<file path="config.mk">
export PLATFORM = sky130hd
export DESIGN_NAME = hazard_controller
export DESIGN_NICKNAME = d
export VERILOG_FILES = /design/src/rtl/hazard_controller.sv
export SDC_FILE = /design/constraint.sdc
export NUM_CORES = 1
export LEC_CHECK = 0
export ABC_AREA = 1
export BUFFER_PORTS_ARGS = -buffer_cell sky130_fd_sc_hd__buf_2
export CELL_PAD_IN_SITES_DETAIL_PLACEMENT = 1
export CELL_PAD_IN_SITES_GLOBAL_PLACEMENT = 1
export CORE_ASPECT_RATIO = 1.2
export CORE_MARGIN = 3
export CORE_UTILIZATION = 43
export CTS_BUF_LIST = sky130_fd_sc_hd__clkbuf_2 sky130_fd_sc_hd__clkbuf_4 sky130_fd_sc_hd__clkbuf_8
export DETAILED_ROUTE_END_ITERATION = 12
export PLACE_DENSITY = 0.89
export SLEW_MARGIN = 20
export SYNTH_ARGS = -nofsm -noshare
export SYNTH_HDL_FRONTEND = slang
export SYNTH_SLANG_ARGS = --single-unit
</file>
<file path="constraint.sdc">
create_clock -name clk -period 3.8 [get_ports clk]
set_input_delay 0.57 -clock clk [delete_from_list [all_inputs] [get_ports clk]]
set_output_delay 0.57 -clock clk [all_outputs]
set_load 0.02 [all_outputs]
</file>
<file path="src/rtl/hazard_controller.sv">
// Hazard controller for a five-stage pipeline: operand forwarding, load-use
// stalls, branch flushes, data-memory wait stalls with a sticky timeout, and
// saturating stall/flush performance counters.
module hazard_controller #(
  parameter int unsigned TIMEOUT = 255
) (
  input  logic        clk,
  input  logic        rst,
  input  logic [3:0]  ra1_d,
  input  logic [3:0]  ra2_d,
  input  logic [3:0]  ra1_e,
  input  logic [3:0]  ra2_e,
  input  logic [3:0]  wa_e,
  input  logic [3:0]  wa_m,
  input  logic [3:0]  wa_w,
  input  logic        reg_write_m,
  input  logic        reg_write_w,
  input  logic        mem_reg_e,
  input  logic        branch_taken_e,
  input  logic        mem_req_m,
  input  logic        mem_ready,
  output logic [1:0]  forward_a_e,
  output logic [1:0]  forward_b_e,
  output logic        stall_f,
  output logic        stall_d,
  output logic        stall_e,
  output logic        stall_m,
  output logic        flush_d,
  output logic        flush_e,
  output logic        timeout_err,
  output logic [15:0] stall_cnt,
  output logic [15:0] flush_cnt
);

  typedef enum logic [1:0] {
    RUN      = 2'd0,
    LDSTALL  = 2'd1,
    FLUSH    = 2'd2,
    MEM_WAIT = 2'd3
  } state_e;

  // Pipeline-register control bundle produced by the FSM each cycle.
  typedef struct packed {
    logic stall_f;
    logic stall_d;
    logic stall_e;
    logic stall_m;
    logic flush_d;
    logic flush_e;
  } ctrl_t;

  localparam logic [1:0] FWD_RF  = 2'b00;
  localparam logic [1:0] FWD_WB  = 2'b01;
  localparam logic [1:0] FWD_MEM = 2'b10;
  localparam logic [3:0] REG_PC  = 4'b1111;  // r15 never forwards
  localparam logic [31:0] TO_LIM = TIMEOUT;

  state_e      state_q, state_d;
  logic [31:0] wait_q, wait_d;
  logic        err_q, err_d;
  logic [15:0] stall_cnt_q, stall_cnt_d;
  logic [15:0] flush_cnt_q, flush_cnt_d;
  ctrl_t       ctrl;

  logic        mem_miss;
  logic        load_use;

  // Memory stage wins over write-back so the youngest producer is used.
  function automatic logic [1:0] fwd_sel(
    input logic [3:0] ra,
    input logic       rw_m,
    input logic [3:0] wm,
    input logic       rw_w,
    input logic [3:0] ww
  );
    logic [1:0] sel;
    sel = FWD_RF;
    if (ra != REG_PC) begin
      if (rw_m && (wm == ra))      sel = FWD_MEM;
      else if (rw_w && (ww == ra)) sel = FWD_WB;
    end
    return sel;
  endfunction

  // Forwarding selects, forced to register file while in reset.
  always_comb begin
    forward_a_e = FWD_RF;
    forward_b_e = FWD_RF;
    if (!rst) begin
      forward_a_e = fwd_sel(ra1_e, reg_write_m, wa_m, reg_write_w, wa_w);
      forward_b_e = fwd_sel(ra2_e, reg_write_m, wa_m, reg_write_w, wa_w);
    end
  end

  assign mem_miss = mem_req_m & ~mem_ready;
  assign load_use = mem_reg_e & ((wa_e == ra1_d) | (wa_e == ra2_d));

  // Next-state and control outputs; events are only taken in RUN.
  always_comb begin
    state_d = state_q;
    wait_d  = wait_q;
    err_d   = err_q;
    ctrl    = '0;
    unique case (state_q)
      RUN: begin
        if (mem_miss) begin
          ctrl.stall_f = 1'b1;
          ctrl.stall_d = 1'b1;
          ctrl.stall_e = 1'b1;
          ctrl.stall_m = 1'b1;
          wait_d       = '0;
          state_d      = MEM_WAIT;
        end else if (branch_taken_e) begin
          // A coincident load-use is dropped: the flush kills the consumer.
          ctrl.flush_d = 1'b1;
          ctrl.flush_e = 1'b1;
          state_d      = FLUSH;
        end else if (load_use) begin
          ctrl.stall_f = 1'b1;
          ctrl.stall_d = 1'b1;
          ctrl.flush_e = 1'b1;
          state_d      = LDSTALL;
        end
      end
      LDSTALL: begin
        // Bubble moves forward with every control line idle.
        state_d = RUN;
      end
      FLUSH: begin
        ctrl.flush_d = 1'b1;
        state_d      = RUN;
      end
      MEM_WAIT: begin
        ctrl.stall_f = 1'b1;
        ctrl.stall_d = 1'b1;
        ctrl.stall_e = 1'b1;
        ctrl.stall_m = 1'b1;
        wait_d       = wait_q + 32'd1;
        if (mem_ready) begin
          state_d = RUN;
        end else if (wait_q == TO_LIM) begin
          err_d   = 1'b1;
          state_d = RUN;
        end
      end
      default: state_d = RUN;
    endcase
    if (rst) begin
      ctrl    = '0;
      state_d = RUN;
      wait_d  = '0;
      err_d   = 1'b0;
    end
  end

  // Saturating performance counters driven by the gated control lines.
  always_comb begin
    stall_cnt_d = stall_cnt_q;
    flush_cnt_d = flush_cnt_q;
    if (ctrl.stall_f && (stall_cnt_q != 16'hFFFF)) stall_cnt_d = stall_cnt_q + 16'd1;
    if (ctrl.flush_e && (flush_cnt_q != 16'hFFFF)) flush_cnt_d = flush_cnt_q + 16'd1;
  end

  // State, wait counter, sticky error and counters with synchronous reset.
  always_ff @(posedge clk) begin
    if (rst) begin
      state_q     <= RUN;
      wait_q      <= '0;
      err_q       <= 1'b0;
      stall_cnt_q <= '0;
      flush_cnt_q <= '0;
    end else begin
      state_q     <= state_d;
      wait_q      <= wait_d;
      err_q       <= err_d;
      stall_cnt_q <= stall_cnt_d;
      flush_cnt_q <= flush_cnt_d;
    end
  end

  assign stall_f     = ctrl.stall_f;
  assign stall_d     = ctrl.stall_d;
  assign stall_e     = ctrl.stall_e;
  assign stall_m     = ctrl.stall_m;
  assign flush_d     = ctrl.flush_d;
  assign flush_e     = ctrl.flush_e;
  assign timeout_err = err_q;
  assign stall_cnt   = stall_cnt_q;
  assign flush_cnt   = flush_cnt_q;

endmodule

</file>
==> impl_metrics.tcl, run 1 <==
set metrics [dict create \
    synth_top_cells_by_area "dfxtp_1 32%, nand2_1 15%, inv_1 8.2%, nor2_1 6.2%, a21oi_1 6.1%" \
    clock_latency_ns 0.36 \
    syn_area_um2 4240 \
    synth_area_per_cell_um2 6.51 \
    wl_per_cell_um 14.9 \
    rsz0062_at_grt "no" \
    fin_area_um2 4930 \
    critPathKind "input port to output port" \
    die_h_um 115 \
    initial_core_util 0.443 \
    yosysSeqAreaShare 0.317 \
    synth-edff-count 0 \
    hp-start "wait_q[4]$_SDFFE_PP0P_" \
    firstDrtPassIters 4 \
    grt_max_degree 38 \
    cap_viol_max_count 0 \
    placed_area_um2 4700 \
    slew_headroom 0.501 \
    rr_worst_depth 7 \
    drt-vias-per-instance 5.31 \
    synth_warnings 0 \
    min_path_type "flip-flop to flip-flop" \
    postCtsResizedCells 0 \
    synth_cells 651 \
    crit_fanout 37 \
    drt_iter0_markers 157 \
    cts_made_buffers 9 \
    leakage_nw 2.32 \
    diodes 0 \
    min_to "wait_q[4]$_SDFFE_PP0P_" \
    grt_usage 0.245 \
    dieArea_um2 11100 \
    synthFlopType "dfxtp_1" \
    required_ns 3.23 \
    die_w_um 96.6 \
    hpwl_um 9610 \
    final_core_util 0.515 \
    ir_drop_v 0.000166 \
    postCtsSetupBuffers 0 \
    r2r_end "wait_q[12]$_SDFFE_PP0P_" \
    p_sw_w 0.000432 \
    path_clk_slew_ns 0.07 \
    fin_nets 768 \
    fin_crit_sh 0.720 \
    finalSetupViolCount 0 \
    cts_tree "yes" \
    pin_count 79 \
    grt_pass1_wl_um 21600 \
    yosysTopAreaCellShare 0.317 \
    coreArea_um2 9560 \
    r2r_start "state_q[0]$_SDFFE_PP0P_" \
    final_hold_viol_count 0 \
    vias 4538 \
    gp_congestion 0.824 \
    overflow 0 \
    tns_ns 0 \
    postRouteAntennaNets 0 \
    synth_common_cells "167 x nand2_1, 92 x inv_1, 70 x nor2_1" \
    synthToLayoutAreaGrowth_pct 16.3 \
    root_buffer "clkbuf_8" \
    switching_share 0.268 \
    finalClockSkew_ns 0.00874 \
    synth.distinct_cells 46 \
    pwr-share-clk 0.438 \
    drc 0 \
    wl_um 12700 \
    grt_pass1_vias 4747 \
    pwr-share-comb 0.118 \
    ff2ff_setup_slack_ns 1.58 \
    async_flop_share 0 \
    arrival_ns 2.16 \
    p_int_w 0.00118 \
    clock_path_buffers 2 \
    drive_above_1_share 0.172 \
    num_rows 39 \
    clock-sinks 67 \
    p_seq_frac 0.444 \
    hold_buffers 0 \
    synth.most_common_cell "nand2_1" \
    report.final.slew_viol_count 0 \
    p_total_w 0.00161 \
    status "complete, no violations" \
    hold_path_depth 2 \
    fmax_mhz 366 \
    tightestPinTransition_ns 0.749 \
    start_kind "input port" \
    syn_nets 693 \
    synth_area_leader_cell "dfxtp_1" \
    portBuffers 78 \
    critPathCaptureType "output port" \
    antenna_found_initial 0 \
    htreeDepth 3 \
    min_period_ns 2.73 \
    synth_seq_cells 67 \
    p_per_area_nw_per_um2 327 \
]
[stage by stage]
| step | cells | worst slack [ns] | hold WS, ns |
|---|---|---|---|
| floorplan | 651 | 1.18 | 0.421 |
| global placement | 838 | 1.05 | 0.432 |
| detailed placement | 838 | 0.958 | 0.445 |
| CTS | 854 | 1.07 | 0.459 |
| global route | 854 | 0.920 | 0.482 |
| finish | 854 | 1.07 | 0.454 |
[power groups by stage]
stage,logic [W],clock network [W],registers [W]
floorplan,0.000126,0,0.000732
global placement,0.000181,0,0.000730
detailed placement,0.000190,0,0.000731
CTS,0.000192,0.000715,0.000714
global route,0.000215,0.000744,0.000715
finish,0.000190,0.000705,0.000714
[registers in the layout (all words and copies together) (netlist names)]
register	count
state_q	2
wait_q	32
flush_cnt	16
timeout_err	1
stall_cnt	16
[worst max-delay path by stage]
stage | start | to | slack (ns) | cells after the start
2_1_floorplan | rst | stall_f | 1.18 | 5
3_3_place_gp | rst | wait_q[12]$_SDFFE_PP0P_ | 1.05 | 6
3_5_place_dp | rst | wait_q[12]$_SDFFE_PP0P_ | 0.96 | 6
4_1_cts | rst | forward_b_e[0] | 1.07 | 6
5_1_grt | rst | forward_b_e[0] | 0.92 | 6
6_report | rst | forward_b_e[0] | 1.07 | 6
[per-layer routing]
layer	GRT usage	wire (um)	vias to the layer above
met4	0.0748	243	0
met3	0.0513	399	20
li1	-	-	2265
met1	0.292	5500	2158
met2	0.435	6560	95
met5	0	0	-
[critical path, stage by stage]
cell	delay, ns
buf_2	0.57
clkinv_1	0.46
nand2_1	0.19
o21bai_1	0.12
nor4_1	0.07
buf_2	0.18
[cell usage in the layout, fill, tap and decap left out, types with 3 or more instances in the layout]
master / instances
inv_2: 3
nand3_2: 3
dfxtp_1: 67
a21oi_1: 52
nor2_2: 4
o21ai_0: 14
nor3_1: 16
ha_1: 6
nor2_4: 3
nor3_2: 4
nand4_1: 28
xor2_1: 16
inv_1: 92
nand3_1: 28
nand2_2: 6
o22ai_1: 6
and3_1: 3
nor4_1: 10
nor2_1: 70
xnor2_1: 7
o21a_1: 4
buf_2: 78
clkinv_1: 3
clkbuf_8: 11
nand2_1: 167
[cell families after synthesis]
family | count (synthesis) | share of synthesized area
xor+xnor | 23 | 0.0476
simple gates | 349 | 0.381
fa+ha+maj | 6 | 0.0177
flops | 67 | 0.317
compound gates | 93 | 0.129
buf+inv | 113 | 0.108
[final cells by class]
cell class / instances / area (um2)
clock buffer: 12 / 159
clock inverter: 4 / 72.6
fill: 1327 / 4640
inverter: 98 / 368
multi-input combinational: 471 / 2430
sequential: 67 / 1340
tap: 123 / 154
timing repair buffer: 79 / 398
Note: power is estimated with default switching activity, not from simulation.
==> run 2: changes to the inputs <==
--- a/config.mk
+++ b/config.mk
@@ -11,10 +11,10 @@
 export CELL_PAD_IN_SITES_GLOBAL_PLACEMENT = 1
 export CORE_ASPECT_RATIO = 1.2
 export CORE_MARGIN = 3
-export CORE_UTILIZATION = 43
+export CORE_UTILIZATION = 40
 export CTS_BUF_LIST = sky130_fd_sc_hd__clkbuf_2 sky130_fd_sc_hd__clkbuf_4 sky130_fd_sc_hd__clkbuf_8
 export DETAILED_ROUTE_END_ITERATION = 12
-export PLACE_DENSITY = 0.89
+export PLACE_DENSITY = 0.84
 export SLEW_MARGIN = 20
 export SYNTH_ARGS = -nofsm -noshare
 export SYNTH_HDL_FRONTEND = slang
==> constraint.sdc (replaced) <==
create_clock -name clk -period 2.8 [get_ports clk]
set_input_delay 0.42 -clock clk [delete_from_list [all_inputs] [get_ports clk]]
set_output_delay 0.42 -clock clk [all_outputs]
set_load 0.02 [all_outputs]
==> run 2 against run 1 <==
Compared with the run above: sequential power rose by 36%; clock skew rose by 0.0069 ns; non-clock buffer count rose by 2; worst hold slack improved by 0.015 ns; count of clock-buffer cells in the layout did not move; critical endpoint is now stall_d; largest power group unchanged; highest routed layer unchanged.
==> impl_metrics.tcl, run 2 (same netlist as run 1, synthesis figures left out) <==
set metrics [dict create \
    status "complete, no violations" \
    report.final.slew_viol_count 0 \
    postCtsSetupBuffers 0 \
    drt-vias-per-instance 5.33 \
    grt_pass1_vias 4734 \
    fmax_mhz 418 \
    final_cell_mix "167 x nand2_1, 92 x inv_1, 78 x buf_2, 70 x nor2_1, 67 x dfxtp_1" \
    postCtsResizedCells 0 \
    grt_pass1_wl_um 21400 \
    layout_commonest_cell "nand2_1" \
    antenna_found_initial 0 \
    tns_ns 0 \
    rsz0062_at_grt "no" \
    cap_viol_max_count 0 \
    htreeDepth 3 \
    critPathCaptureType "output port" \
    num_rows 40 \
    final_hold_viol_count 0 \
    cts_tree "yes" \
    coreArea_um2 10200 \
    p_sw_w 0.000590 \
    p_per_area_nw_per_um2 424 \
    num-fill-cells 1394 \
    clock_latency_ns 0.38 \
    wl_um 12600 \
    pwr-share-comb 0.126 \
    root_buffer "clkbuf_8" \
    drc 0 \
    fin_crit_sh 0.855 \
    overflow 0 \
    tightestPinTransition_ns 0.614 \
    regMostFlops "wait_q" \
    diodes 0 \
    firstDrtPassIters 4 \
    finalClockSkew_ns 0.0156 \
    crit_fanout 5 \
    vias 4582 \
    p_int_w 0.00150 \
    p_seq_frac 0.464 \
    drive_above_1_share 0.175 \
    grt_usage 0.220 \
    hold_path_depth 2 \
    finalSetupViolCount 0 \
    clock_path_buffers 2 \
    wl_per_cell_um 14.7 \
    grt_max_degree 37 \
    gp_congestion 0.873 \
    fin_area_um2 4920 \
    start_kind "flip-flop" \
    hold_buffers 0 \
    required_ns 2.38 \
    regArea_um2 1340 \
    pin_count 79 \
    clock-sinks 67 \
    pwr-share-clk 0.410 \
    portBuffers 78 \
    drt_iter0_markers 148 \
    largest_reg_flops 32 \
    die_w_um 99.9 \
    initial_core_util 0.417 \
    multi_input_area_um2 2430 \
    min_path_type "flip-flop to flip-flop" \
    slew_headroom 0.590 \
    fin_nets 770 \
    leakage_nw 2.31 \
    postRouteAntennaNets 0 \
    hpwl_um 9590 \
    dieArea_um2 11900 \
    rr_worst_depth 7 \
    synthToLayoutAreaGrowth_pct 16.1 \
    cts_made_buffers 9 \
    arrival_ns 1.97 \
    ir_drop_v 0.000265 \
    path_clk_slew_ns 0.07 \
    min_period_ns 2.39 \
    die_h_um 119 \
    switching_share 0.283 \
    placed_area_um2 4710 \
    critPathKind "flip-flop to output port" \
]
-- run 2: cell count changes in the layout (fill, tap and decap cells not counted) --
| cell | before | now |
|---|---|---|
| clkinvlp_4 | 1 | 2 |
| bufinv_16 | 2 | 1 |
| buf_4 | 1 | 3 |
| clkbuf_4 | 1 | 2 |
| clkbuf_8 | 11 | 10 |
-- run 2: area by class of cell --
cell class,instances,share of cell area
multi-input combinational,471,0.495
sequential,67,0.273
timing repair buffer,81,0.0840
inverter,98,0.0748
tap,126,0.0321
clock buffer,12,0.0310
clock inverter,4,0.0102
-- run 2: path summary, 6_finish.rpt --
path / slack, ns / to / startpoint
worst max-delay path: 0.41 / stall_d / state_q[0]$_SDFFE_PP0P_
worst min-delay path: 0.47 / wait_q[4]$_SDFFE_PP0P_ / wait_q[4]$_SDFFE_PP0P_
worst max register to register: 0.65 / stall_cnt[13]$_SDFFE_PP0P_ / stall_cnt[0]$_SDFFE_PP0P_
worst min register to register: 0.47 / wait_q[4]$_SDFFE_PP0P_ / wait_q[4]$_SDFFE_PP0P_
-- run 2: critical path, stage by stage, from the launching register on --
cell	delay (ns)
dfxtp_1	0.33
inv_1	0.08
ha_1	0.30
inv_1	0.09
a21oi_1	0.18
nand2_1	0.12
a21boi_0	0.29
buf_2	0.23
-- run 2: routing by layer --
| layer | GRT usage | up-vias | wire [um] |
|---|---|---|---|
| met3 | 0.0319 | 28 | 445 |
| met1 | 0.246 | 2184 | 5260 |
| li1 | - | 2273 | - |
| met2 | 0.403 | 97 | 6570 |
| met5 | 0 | - | 0 |
| met4 | 0.101 | 0 | 358 |
-- run 2: through the flow --
stage          std cells  setup WS, ns  total power (W)   util  hold WS, ns
6_report             859         0.406          0.00209  0.484        0.469
4_1_cts              859         0.395          0.00211  0.484        0.458
3_3_place_gp         843         0.709          0.00124  0.464        0.429
3_5_place_dp         843         0.660          0.00125  0.464        0.457
2_1_floorplan        651         0.409          0.00116      -        0.421
5_1_grt              859         0.237          0.00219  0.484        0.503
-- run 2: power groups by stage --
stage	Clock (W)	Combinational (W)	Sequential [W]
floorplan	0	0.000170	0.000994
global placement	0	0.000249	0.000990
detailed placement	0	0.000263	0.000991
CTS	0.000873	0.000265	0.000969
global route	0.000923	0.000294	0.000970
finish	0.000856	0.000262	0.000969
==> run 3: changes to the inputs <==
--- a/config.mk
+++ b/config.mk
@@ -5,13 +5,13 @@
 export SDC_FILE = /design/constraint.sdc
 export NUM_CORES = 1
 export LEC_CHECK = 0
-export ABC_AREA = 1
+export ABC_AREA = 0
 export BUFFER_PORTS_ARGS = -buffer_cell sky130_fd_sc_hd__buf_2
 export CELL_PAD_IN_SITES_DETAIL_PLACEMENT = 1
 export CELL_PAD_IN_SITES_GLOBAL_PLACEMENT = 1
 export CORE_ASPECT_RATIO = 1.2
 export CORE_MARGIN = 3
-export CORE_UTILIZATION = 40
+export CORE_UTILIZATION = 41
 export CTS_BUF_LIST = sky130_fd_sc_hd__clkbuf_2 sky130_fd_sc_hd__clkbuf_4 sky130_fd_sc_hd__clkbuf_8
 export DETAILED_ROUTE_END_ITERATION = 12
 export PLACE_DENSITY = 0.84
==> run 3 against run 2 <==
Compared with the run above: design area fell by 12%; wire length fell by 20%; non-clock buffer count rose by 4; critical path depth rose by 1; critical path type is now flip-flop to flip-flop; worst setup slack got worse by 0.20 ns; die area fell by 16%; sequential power barely moved; synthesized area fell by 15%; largest power group unchanged; synthesized cell count fell by 31%; maximum frequency fell by 7.6%; sequential share of layout area rose by 3.7 points.
==> impl_metrics.tcl, run 3 <==
set metrics [dict create \
    rr_worst_depth 8 \
    layout_commonest_cell "buf_2" \
    synth_warnings 0 \
    postCtsResizedCells 0 \
    portBuffers 78 \
    hp-start "rst" \
    yosysTopAreaCellShare 0.372 \
    fmax_mhz 386 \
    pin_count 79 \
    vias 3585 \
    synth.most_common_cell "dfxtp_1" \
    synth.distinct_cells 44 \
    synth_top_family_by_area "simple AND/OR/NAND/NOR gates" \
    min_path_type "input port to flip-flop" \
    min_period_ns 2.59 \
    wl_per_cell_um 15.7 \
    firstDrtPassIters 4 \
    report.final.slew_viol_count 0 \
    hpwl_um 7580 \
    syn_nets 490 \
    drt-vias-per-instance 5.53 \
    clock-sinks 67 \
    start_kind "flip-flop" \
    synth_area_per_cell_um2 8.05 \
    num_rows 36 \
    fin_area_um2 4330 \
    drc 0 \
    path_delay_family "simple AND/OR/NAND/NOR gates" \
    clock_path_buffers 2 \
    fin_crit_sh 0.926 \
    final_hold_viol_count 0 \
    min_to "stall_cnt[5]$_SDFFE_PP0P_" \
    leakage_nw 1.68 \
    die_h_um 109 \
    tns_ns 0 \
    gp_congestion 0.862 \
    synth-compound-area-share 0.127 \
    r2r_end "stall_cnt[13]$_SDFFE_PP0P_" \
    grt_pass1_wl_um 17500 \
    grt_pass1_vias 3774 \
    syn_area_um2 3610 \
    dieArea_um2 9960 \
    path_depth 8 \
    initial_core_util 0.433 \
    holdWs_ns 0.413 \
    synth_seq_cells 67 \
    postRouteAntennaNets 0 \
    grt_max_degree 31 \
    rsz0062_at_grt "no" \
    synthFlopType "dfxtp_1" \
    synthToLayoutAreaGrowth_pct 20.1 \
    largest_reg_flops 32 \
    wl_um 10200 \
    synth-simple-area-share 0.295 \
    synth-adder-area-share 0.0208 \
    crit_slowest_cell "mux2_2" \
    crit_fanout 11 \
    synth_xor_area_frac 0.126 \
    critPathCaptureType "flip-flop" \
    p_per_area_nw_per_um2 466 \
    fin_nets 571 \
    drt_iter0_markers 65 \
    antenna_found_initial 0 \
    finalClockSkew_ns 0.00554 \
    hold_buffers 0 \
    final_cells 648 \
    path_cells "inv_1, ha_1, nand3b_2, a211o_1, nor2_1, nor2_1, nor4_1, mux2_2" \
    root_buffer "clkbuf_8" \
    cts_tree "yes" \
    required_ns 3.04 \
    cap_viol_max_count 0 \
    critPathKind "flip-flop to flip-flop" \
    coreArea_um2 8330 \
    path_buf_inv 1 \
    placed_area_um2 4130 \
    cts_made_buffers 9 \
    slew_headroom 0.439 \
    ff2ff_setup_slack_ns 0.21 \
    grt_usage 0.216 \
    synth.area.mux_share 0.0232 \
    finalSetupViolCount 0 \
    postCtsSetupBuffers 0 \
    async_flop_share 0 \
    synth_common_cells "67 x dfxtp_1, 61 x nor2_1, 30 x xor2_1" \
    hold_path_depth 2 \
    drive_above_1_share 0.204 \
    ir_drop_v 0.000266 \
    final_cell_mix "78 x buf_2, 67 x dfxtp_1, 61 x nor2_1, 30 x xor2_1, 29 x nand3_1" \
    overflow 0 \
    synth_cells 448 \
    slowest_delay_ns 0.38 \
    clock_latency_ns 0.35 \
    regMostFlops "wait_q" \
    diodes 0 \
    synth-edff-count 0 \
    num-fill-cells 1062 \
    path_clk_slew_ns 0.08 \
    synth_top_cells_by_area "dfxtp_1 37%, xor2_1 7.3%, nor2_1 6.3%, xnor2_1 5.3%, nand3_1 4.0%" \
    timing.critical_path.mode_cell "nor2_1" \
    status "complete, no violations" \
    placedCellCount 632 \
    tightestPinTransition_ns 0.838 \
    arrival_ns 2.84 \
    yosysSeqAreaShare 0.372 \
    r2r_start "state_q[1]$_SDFFE_PP0P_" \
    synth_area_leader_cell "dfxtp_1" \
    htreeDepth 3 \
    die_w_um 91.6 \
]
-- run 3: cell count changes in the layout (fill, tap and decap cells not counted), moves of 7 or more --
cell     before  now
or3_1         0   12
or4_1         0    8
xnor2_1       7   22
o31ai_1       0    7
and3_1        3   10
nand4_1      28   19
inv_1        92   17
nand2_1     167   28
xor2_1       16   30
a21oi_1      52   21
o21ai_0      14   23
nor2_1       70   61
-- run 3: power by group --
group	switching, W	total, W	internal, W
logic	0.000138	0.000221	0.0000827
clock network	0.000410	0.000827	0.000417
registers	0.00000988	0.000969	0.000960
total	0.000558	0.00202	0.00146
-- run 3: how the worst max path moves through the flow --
| stage | startpoint | slack [ns] | endpoint |
|---|---|---|---|
| floorplan | state_q[0]$_SDFFE_PP0P_ | 0.55 | stall_cnt[13]$_SDFFE_PP0P_ |
| finish | state_q[1]$_SDFFE_PP0P_ | 0.21 | stall_cnt[13]$_SDFFE_PP0P_ |
| global route | state_q[1]$_SDFFE_PP0P_ | 0.03 | stall_cnt[13]$_SDFFE_PP0P_ |
| detailed placement | state_q[1]$_SDFFE_PP0P_ | 0.23 | stall_cnt[13]$_SDFFE_PP0P_ |
| global placement | ra1_d[1] | 0.40 | stall_cnt[13]$_SDFFE_PP0P_ |
| CTS | state_q[1]$_SDFFE_PP0P_ | 0.20 | stall_cnt[13]$_SDFFE_PP0P_ |
-- run 3: cell families after synthesis --
family | after synthesis
buf+inv | 32
simple gates | 210
fa+ha+maj | 6
flops | 67
xor+xnor | 52
mux | 8
compound gates | 73
-- run 3: area by class of cell --
| type | count | area [um2] | share of cell area |
|---|---|---|---|
| Clock inverter | 7 | 77.6 | 0.0179 |
| Inverter | 17 | 63.8 | 0.0147 |
| Multi-Input combinational cell | 349 | 2140 | 0.494 |
| Timing Repair Buffer | 85 | 443 | 0.102 |
| Clock buffer | 9 | 124 | 0.0286 |
| Sequential cell | 67 | 1340 | 0.310 |
| Tap cell | 114 | 143 | 0.0329 |
-- run 3: worst register-to-register path: stages (launching register included) --
cell and delay [ns]:
dfxtp_1 0.36, inv_1 0.07, ha_1 0.29, nand3b_2 0.17
a211o_1 0.34, nor2_1 0.30, nor2_1 0.26, nor4_1 0.32
mux2_2 0.38
-- run 3: through the flow --
stage	total power (W)	util	setup WS, ns
floorplan	0.00113	-	0.554
detailed placement	0.00121	0.496	0.227
CTS	0.00205	0.520	0.198
global placement	0.00120	0.496	0.399
finish	0.00202	0.520	0.208
global route	0.00212	0.520	0.0289
-- run 3: layer usage --
layer	vias to the layer above	share of wire	track usage
li1	1752	-	-
met1	1757	0.41	0.236
met2	60	0.54	0.403
met3	16	0.037	0.0476
met4	0	0.018	0.0884
met5	-	0	0
